### src/rtl/bcd_countdown_timer.sv
// BCD countdown timer: four-digit BCD value {s_tens, s_ones, ds, cs} that
// counts down one LSB per prescaler tick, with start/pause toggling from a
// single level input and a terminal DONE state that only load or reset leave.
module bcd_countdown_timer #(
  parameter int unsigned TICK_DIV = 500000
) (
  input  logic        MAX10_CLK1_50,
  input  logic        reset,
  input  logic        load,
  input  logic [15:0] preset,
  input  logic        start_stop,
  output logic [15:0] count,
  output logic        running,
  output logic        done,
  output logic        done_pulse
);

  localparam int unsigned DIGITS = 4;
  localparam int unsigned DW     = 4;
  localparam int unsigned CW     = DIGITS * DW;
  localparam int unsigned PW     = (TICK_DIV > 2) ? $clog2(TICK_DIV) : 1;

  localparam logic [PW-1:0] PRESC_MAX = PW'(TICK_DIV - 1);
  localparam logic [CW-1:0] CNT_ZERO  = CW'(0);
  localparam logic [CW-1:0] CNT_ONE   = CW'(1);

  typedef enum logic [1:0] {
    S_IDLE  = 2'd0,
    S_RUN   = 2'd1,
    S_PAUSE = 2'd2,
    S_DONE  = 2'd3
  } state_t;

  state_t        r_state;
  state_t        w_state_nxt;
  logic [CW-1:0] r_count;
  logic [PW-1:0] r_presc;
  logic          r_ss_prev;
  logic          r_ss_armed;
  logic          r_running;
  logic          r_done;
  logic          r_done_pulse;

  logic          w_event;
  logic          w_tick;
  logic          w_last_tick;
  logic          w_running_d;
  logic          w_done_d;
  logic          w_done_pulse_d;
  logic [CW-1:0] w_count_dec;
  logic [CW-1:0] w_preset_clamped;

  // Digit-wise BCD decrement: a zero digit becomes 9 and passes the borrow up.
  function automatic logic [CW-1:0] bcd_dec(input logic [CW-1:0] v);
    logic [CW-1:0] res;
    logic [DW-1:0] d;
    logic          borrow;
    res    = v;
    borrow = 1'b1;
    for (int i = 0; i < int'(DIGITS); i++) begin
      d = v[i*DW +: DW];
      if (borrow) begin
        if (d == DW'(0)) begin
          d = DW'(9);
        end else begin
          d      = d - DW'(1);
          borrow = 1'b0;
        end
      end
      res[i*DW +: DW] = d;
    end
    return res;
  endfunction

  // Clamp each preset digit into the legal BCD range 0..9.
  function automatic logic [CW-1:0] bcd_clamp(input logic [CW-1:0] v);
    logic [CW-1:0] res;
    logic [DW-1:0] d;
    res = v;
    for (int i = 0; i < int'(DIGITS); i++) begin
      d = v[i*DW +: DW];
      if (d > DW'(9)) begin
        d = DW'(9);
      end
      res[i*DW +: DW] = d;
    end
    return res;
  endfunction

  assign w_count_dec      = bcd_dec(r_count);
  assign w_preset_clamped = bcd_clamp(preset);

  // Rising edge of start_stop; the armed flag blocks a level already high at reset release.
  assign w_event     = start_stop & ~r_ss_prev & r_ss_armed;
  assign w_tick      = (r_state == S_RUN) && (r_presc == PRESC_MAX);
  assign w_last_tick = w_tick && (r_count == CNT_ONE);

  // start_stop history for edge detection.
  always_ff @(posedge MAX10_CLK1_50 or posedge reset) begin
    if (reset) begin
      r_ss_prev  <= 1'b0;
      r_ss_armed <= 1'b0;
    end else begin
      r_ss_prev  <= start_stop;
      r_ss_armed <= r_ss_armed | ~start_stop;
    end
  end

  // State register.
  always_ff @(posedge MAX10_CLK1_50 or posedge reset) begin
    if (reset) begin
      r_state <= S_IDLE;
    end else begin
      r_state <= w_state_nxt;
    end
  end

  // Next-state logic; load overrides any same-cycle toggle event.
  always_comb begin
    w_state_nxt = r_state;
    if (load) begin
      w_state_nxt = S_IDLE;
    end else begin
      case (r_state)
        S_IDLE: begin
          if (w_event) begin
            w_state_nxt = (r_count == CNT_ZERO) ? S_DONE : S_RUN;
          end
        end
        S_RUN: begin
          if (w_last_tick) begin
            w_state_nxt = S_DONE;
          end else if (w_event) begin
            w_state_nxt = S_PAUSE;
          end
        end
        S_PAUSE: begin
          if (w_event) begin
            w_state_nxt = S_RUN;
          end
        end
        S_DONE: begin
          w_state_nxt = S_DONE;
        end
        default: begin
          w_state_nxt = S_IDLE;
        end
      endcase
    end
  end

  // Output decode from the upcoming state so the flags register in step with it.
  always_comb begin
    w_running_d    = 1'b0;
    w_done_d       = 1'b0;
    w_done_pulse_d = 1'b0;
    if (w_state_nxt == S_RUN) begin
      w_running_d = 1'b1;
    end
    if (w_state_nxt == S_DONE) begin
      w_done_d       = 1'b1;
      w_done_pulse_d = (r_state != S_DONE);
    end
  end

  // Registered status outputs.
  always_ff @(posedge MAX10_CLK1_50 or posedge reset) begin
    if (reset) begin
      r_running    <= 1'b0;
      r_done       <= 1'b0;
      r_done_pulse <= 1'b0;
    end else begin
      r_running    <= w_running_d;
      r_done       <= w_done_d;
      r_done_pulse <= w_done_pulse_d;
    end
  end

  // Prescaler and BCD count: run in RUN, hold in PAUSE, cleared otherwise.
  always_ff @(posedge MAX10_CLK1_50 or posedge reset) begin
    if (reset) begin
      r_count <= CNT_ZERO;
      r_presc <= PW'(0);
    end else if (load) begin
      r_count <= w_preset_clamped;
      r_presc <= PW'(0);
    end else if (w_tick) begin
      r_presc <= PW'(0);
      if (r_count != CNT_ZERO) begin
        r_count <= w_count_dec;
      end
    end else if (r_state == S_RUN) begin
      r_presc <= r_presc + PW'(1);
    end else if (r_state != S_PAUSE) begin
      r_presc <= PW'(0);
    end
  end

  assign count      = r_count;
  assign running    = r_running;
  assign done       = r_done;
  assign done_pulse = r_done_pulse;

endmodule

### config.mk
export PLATFORM = sky130hd
export DESIGN_NAME = bcd_countdown_timer
export DESIGN_NICKNAME = d
export VERILOG_FILES = /design/src/rtl/bcd_countdown_timer.sv
export SDC_FILE = /design/constraint.sdc
export NUM_CORES = 1
export LEC_CHECK = 0
export CAP_MARGIN = 20
export CORE_ASPECT_RATIO = 1.75
export CORE_UTILIZATION = 54
export CTS_CLUSTER_DIAMETER = 150
export DETAILED_ROUTE_END_ITERATION = 6
export GPL_TIMING_DRIVEN = 1
export PLACE_DENSITY = 0.8
export SLEW_MARGIN = 5
export SYNTH_ARGS = -nofsm -noshare
export SYNTH_HDL_FRONTEND = slang
export SYNTH_SLANG_ARGS = --single-unit
export TNS_END_PERCENT = 1
### constraint.sdc
create_clock -name MAX10_CLK1_50 -period 2.53 [get_ports MAX10_CLK1_50]
set_input_delay 0.759 -clock MAX10_CLK1_50 [delete_from_list [all_inputs] [get_ports MAX10_CLK1_50]]
set_output_delay 0.759 -clock MAX10_CLK1_50 [all_outputs]
set_load 0.02 [all_outputs]
== Yosys cells after proc, flatten, opt, wreduce, memory -nomap -nowiden ==
Index checks and enable logic that the tools add are counted.
Storage, ports and cells
  register bits: 42
  output and inout port bits: 19
  word-level logic and storage cells: 86
Cells by class
  add/sub/neg operators: 5
  magnitude comparators: 4
  equal/unequal tests: 9
  mux-type cells: 33
  bitwise logic cells: 5
  reduce and logical (&&, ||, !) cells: 19
Operators by type and width (number)
  2-to-1 mux 19 bit: 4
  2-to-1 mux 16 bit: 3
  2-to-1 mux 4 bit: 11
  adder 19 x 1 -> 19 bit, second input constant: 1
  equality test 19 bit, second input constant: 1
  equality test 16 x 1 -> 1 bit, second input constant: 1
  greater-than comparator 4 bit, second input constant: 4
  zero test 16 bit: 1
  zero test 4 bit: 4
  nonzero test 16 bit: 1
  subtractor 4 x 1 -> 4 bit, second input constant: 4
  2-to-1 mux 2 bit: 6
  nonzero test 2 bit: 5
  AND reduction 3 bit: 3
  2-to-1 mux 1 bit: 8
  case mux 2 bit (4 select lines): 1
  equality test 2 bit, second input constant: 3
  equality test 2 x 1 -> 1 bit, second input constant: 2
  != test 2 bit, second input constant: 2
  nonzero test 4 bit: 1
  bitwise AND 1 bit: 2
  logical AND 1 bit: 2
  zero test 2 bit: 1
  inverter 1 bit: 2
  other kinds (2): 2

== Longest topological paths before layout ==
  depth after elaboration: 9
  depth in mapped cells: 8
  gate-level depth less buffers: 6

== Worst setup path after synthesis ==
Ideal clock, no wire load.
  kind: input to register
  start point: input load
  end point: register r_presc[8]
  arrival time: 2.087 ns
  setup slack: 0.312 ns
  stages: 8
  cell sequence: clkbuf_1 or3b_1 clkbuf_1 and3_1 clkbuf_1 nand4_1 xor2_1 nor2_1
On the way
  cells in the longest elaborated chain, start to end: 1
Ends and longest elaborated chain
  from (decl): RTL line 9  | input logic load,
  nonzero test 4 bit (no line) or 2-to-1 mux 19 bit (tied branches)
  to (signal assigned): RTL line 193  | r_presc <= r_presc + PW'(1);
  to (decl): RTL line 37  | logic [PW-1:0] r_presc;
Several ways; a longest one is shown, not always the timed one.
A chain may end at the register's enable or synchronous reset.

== Worst setup path after layout ==
  start point: register r_count[0] (netlist: count[0])
  end point: register r_count[0] (netlist: count[0])
On the way
  cells in the longest elaborated chain, start to end: 5
Ends and longest elaborated chain
  from (decl): RTL line 36  | logic [CW-1:0] r_count;
  from (signal assigned): RTL line 185  | r_count <= w_preset_clamped;
  from (signal assigned): RTL line 190  | r_count <= w_count_dec;
  subtractor 4 x 1 -> 4 bit or zero test 4 bit (tied branches): RTL line 66, 63
  2-to-1 mux 4 bit: RTL line 63  | if (d == DW'(0)) begin
  2-to-1 mux 16 bit: RTL line 189  | if (r_count != CNT_ZERO) begin
  2-to-1 mux 16 bit: RTL line 187  | end else if (w_tick) begin
  2-to-1 mux 16 bit: RTL line 184  | end else if (load) begin
Several ways; a longest one is shown, not always the timed one. The select of a mux whose other input is x is not followed.

==> impl_metrics.py <==
metrics = {
    "outcome": {
        "run_status": "finished clean",
    },
    "synthesis": {
        "edff_count_synth": 0,
        "yosysSeqAreaShare": 0.4299,
        "synthFlopType": "dfrtp_1",
        "postSynth.asyncResetShare": 1.000,
        "yosys.area.top_type_share": 0.4299,
        "netlist_top_cells_area": "dfrtp_1, xor2_1, nor2_1",
        "yosysUniqueCellTypes": 49,
        "postSynthCellCount": 269,
        "yosys_warnings": 0,
        "synth_nets": 290,
        "synth.avg_cell_area_um2": 9.089,
        "synth_largest_area_cell": "dfrtp_1",
        "yosys_register_bits": 42,
        "synth_area_um2": 2445,
    },
    "grt": {
        "grt_overflow": 0,
        "grt_antenna_before_repair": 0,
        "via_count_of_the_first_global_routing_pass": 2208,
        "grt_max_degree": 33,
        "global_route_wire_length_before_repair_um": 9991,
        "gr-usage-all-layers": 0.2772,
    },
    "detailed_routing": {
        "first_pass_iters": 4,
        "met2_wirelength_um": 3413,
        "drtAntennaViolNets": 0,
        "drc_violation_count_after_routing": 0,
        "top_layer_used": "met4",
        "totalWireLength_um": 5961,
        "detail_route.wl_per_cell_um": 16.42,
        "met3RoutedLength_um": 187,
        "drtIter0Drc": 45,
        "route.vias.total": 2244,
        "drt-met1-wl_um": 2232,
        "viasPerCell": 6.182,
    },
    "clock_tree": {
        "tritoncts.num_buffers": 5,
        "cts-htree-levels": 2,
        "cts-root-to-sink-buffers": 2,
        "clock-root-buffer": "clkbuf_8",
        "cts.hold.buffers_added": 0,
        "cts.repair_timing.setup_buffer_count": 0,
        "clkTransAtPathRegs_ns": 0.08,
        "clk_latency_ns": 0.29,
        "clock-sinks": 42,
        "cts_tree": "built",
        "post_cts_resized": 0,
    },
    "timing": {
        "skew_ns": 0.006762,
        "fmaxAchievable_ghz": 0.4489,
        "fin_crit_ns": 2.228,
        "max-slew-margin-rel": 0.6077,
        "timing.hold.ws_ns": 0.4611,
        "setup_violations": 0,
        "grt_setup_unrepaired": "false",
        "worst_pin_slew_ns": 0.5836,
        "finalHoldViolCount": 0,
        "timing_max_transition_violations_final": 0,
        "fin_crit_sh": 0.8806,
        "post_route_setup_tns_ns": 0,
    },
    "floorplan": {
        "die_area_um2": 4811,
        "dieHeight_um": 91.01,
        "initial_utilization": 0.5602,
        "boundaryPins": 39,
        "coreArea_um2": 4364,
        "floorplan.die.width_um": 52.87,
        "placementRows": 32,
    },
    "critical_path": {
        "worst_setup_path_start_kind": "flop",
        "worst_setup_path_end_kind": "flop",
        "critPathRequiredTime_ns": 2.70,
        "timing_worst_setup_path_type": "reg -> reg",
        "crit_arrival_ns": 2.39,
        "worstPathMaxFanout": 10,
    },
    "layout": {
        "num_antenna_cells": 0,
        "stdcell_area_um2": 3007,
        "area_growth_from_synthesis_to_layout_pct": 22.98,
        "design.final.nets": 332,
        "area.sequential_um2": 1051,
        "final_layout_size_suffix_gt1_frac": 0.08974,
        "multi_input_comb_area_um2": 1274,
        "fill_cells": 340,
    },
    "placement": {
        "global_placer_s_final_weighted_congestion": 0.8819,
        "dp_hpwl_um": 4448,
        "numPortBuffers": 38,
        "place_area_um2": 2898,
    },
    "flow_run": {
        "drv.max_cap_violation_count": 0,
    },
    "power": {
        "cellLeakagePower_nw": 1.167,
        "p_total_w": 0.001514,
        "worst_ir_drop_vdd_v": 0.0005320,
        "power_density_nw_per_um2": 503.6,
    },
    "hold_path": {
        "hold_path_class": "reg -> reg",
    },
}
## path summary, 6_finish.rpt
check                      startpoint          to  slack (ns)  cells past startpoint
max in group asynchronous       reset   count[10]        1.24                      3
min in group asynchronous       reset    count[1]        0.77                      2
max                          count[0]    count[0]        0.30                      5
max reg2reg                  count[0]    count[0]        0.30                      5
min reg2reg                r_ss_armed  r_ss_armed        0.46                      1
min                        r_ss_armed  r_ss_armed        0.46                      1
## layer usage
layer | track usage | vias to the layer above
met5 | 0 | -
met3 | 0.04188 | 10
met4 | 0.1228 | 0
met1 | 0.2949 | 1102
li1 | - | 1078
met2 | 0.5053 | 54
## where the power goes
group	switching, W	internal (W)	leakage [nW]
clock	0.000232	0.000291	0.0579
combinational	0.000132	0.000120	0.564
sequential	0.0000432	0.000698	0.546
total	0.000406	0.00111	1.17
## cell families (layout without fill, tap and decap cells)
logic type | after synthesis | count (layout) | share of synthesized area
compound gates | 56 | 56 | 0.1505
xor+xnor | 13 | 13 | 0.04657
fa+ha+maj | 1 | 1 | 0.005117
buf+inv | 22 | 65 | 0.04913
flops | 42 | 42 | 0.4299
mux | 5 | 5 | 0.02098
simple gates | 130 | 130 | 0.2979
## cells in the mapped netlist, types with 5 or more instances
cell type and count:
a31oi_1 8, inv_1 7, nor3_1 7, nand3_1 16, xor2_1 12, nor4_1 10, clkbuf_1 7, or4_1 5
nand4_1 12, dfrtp_1 42, nand2b_1 5, nand2_1 20, nor2_1 27, o21ai_0 15, a21oi_1 12
## through the flow
| step | util | std cells | setup slack [ns] |
|---|---|---|---|
| 5_1_grt | 0.6889 | 363 | 0.2144 |
| 3_3_place_gp | 0.6640 | 355 | 0.1958 |
| 6_report | 0.6889 | 363 | 0.3022 |
| 4_1_cts | 0.6889 | 363 | 0.3270 |
| 2_1_floorplan | - | 269 | 0.3115 |
| 3_5_place_dp | 0.6640 | 355 | 0.1430 |
## worst max-delay path: stages, from the launching register on
cell and delay [ns]:
dfrtp_1 0.48, or4_1 0.76, nor4_1 0.43, nor3_1 0.15, mux2i_1 0.20, o21ai_0 0.10
## flip-flops by register name, summed over array words and instances (netlist names)
name	count
running	1
r_state	2
done	1
r_presc	19
done_pulse	1
count	16
r_ss_prev	1
r_ss_armed	1
## cell type report
class / instances / area share
Clock buffer: 5 / 0.02289
Timing Repair Buffer: 50 / 0.1606
Tap cell: 51 / 0.02122
Inverter: 7 / 0.008739
Sequential cell: 42 / 0.3496
Clock inverter: 3 / 0.01332
Multi-Input combinational cell: 205 / 0.4236
## layout by cell type, fill, tap and decap left out, types with 4 or more instances in the layout
master / Yosys / final
a21oi_1: 12 / 12
a31oi_1: 8 / 8
buf_4: 1 / 11
clkbuf_8: 0 / 5
clkdlybuf4s50_1: 0 / 38
dfrtp_1: 42 / 42
inv_1: 7 / 7
mux2i_1: 4 / 4
nand2_1: 20 / 20
nand2b_1: 5 / 5
nand3_1: 16 / 16
nand4_1: 12 / 12
nor2_1: 27 / 27
nor2b_1: 4 / 4
nor3_1: 7 / 7
nor4_1: 10 / 10
o21ai_0: 15 / 15
or4_1: 5 / 5
xor2_1: 12 / 12
Note: power is estimated with default switching activity, not from simulation.
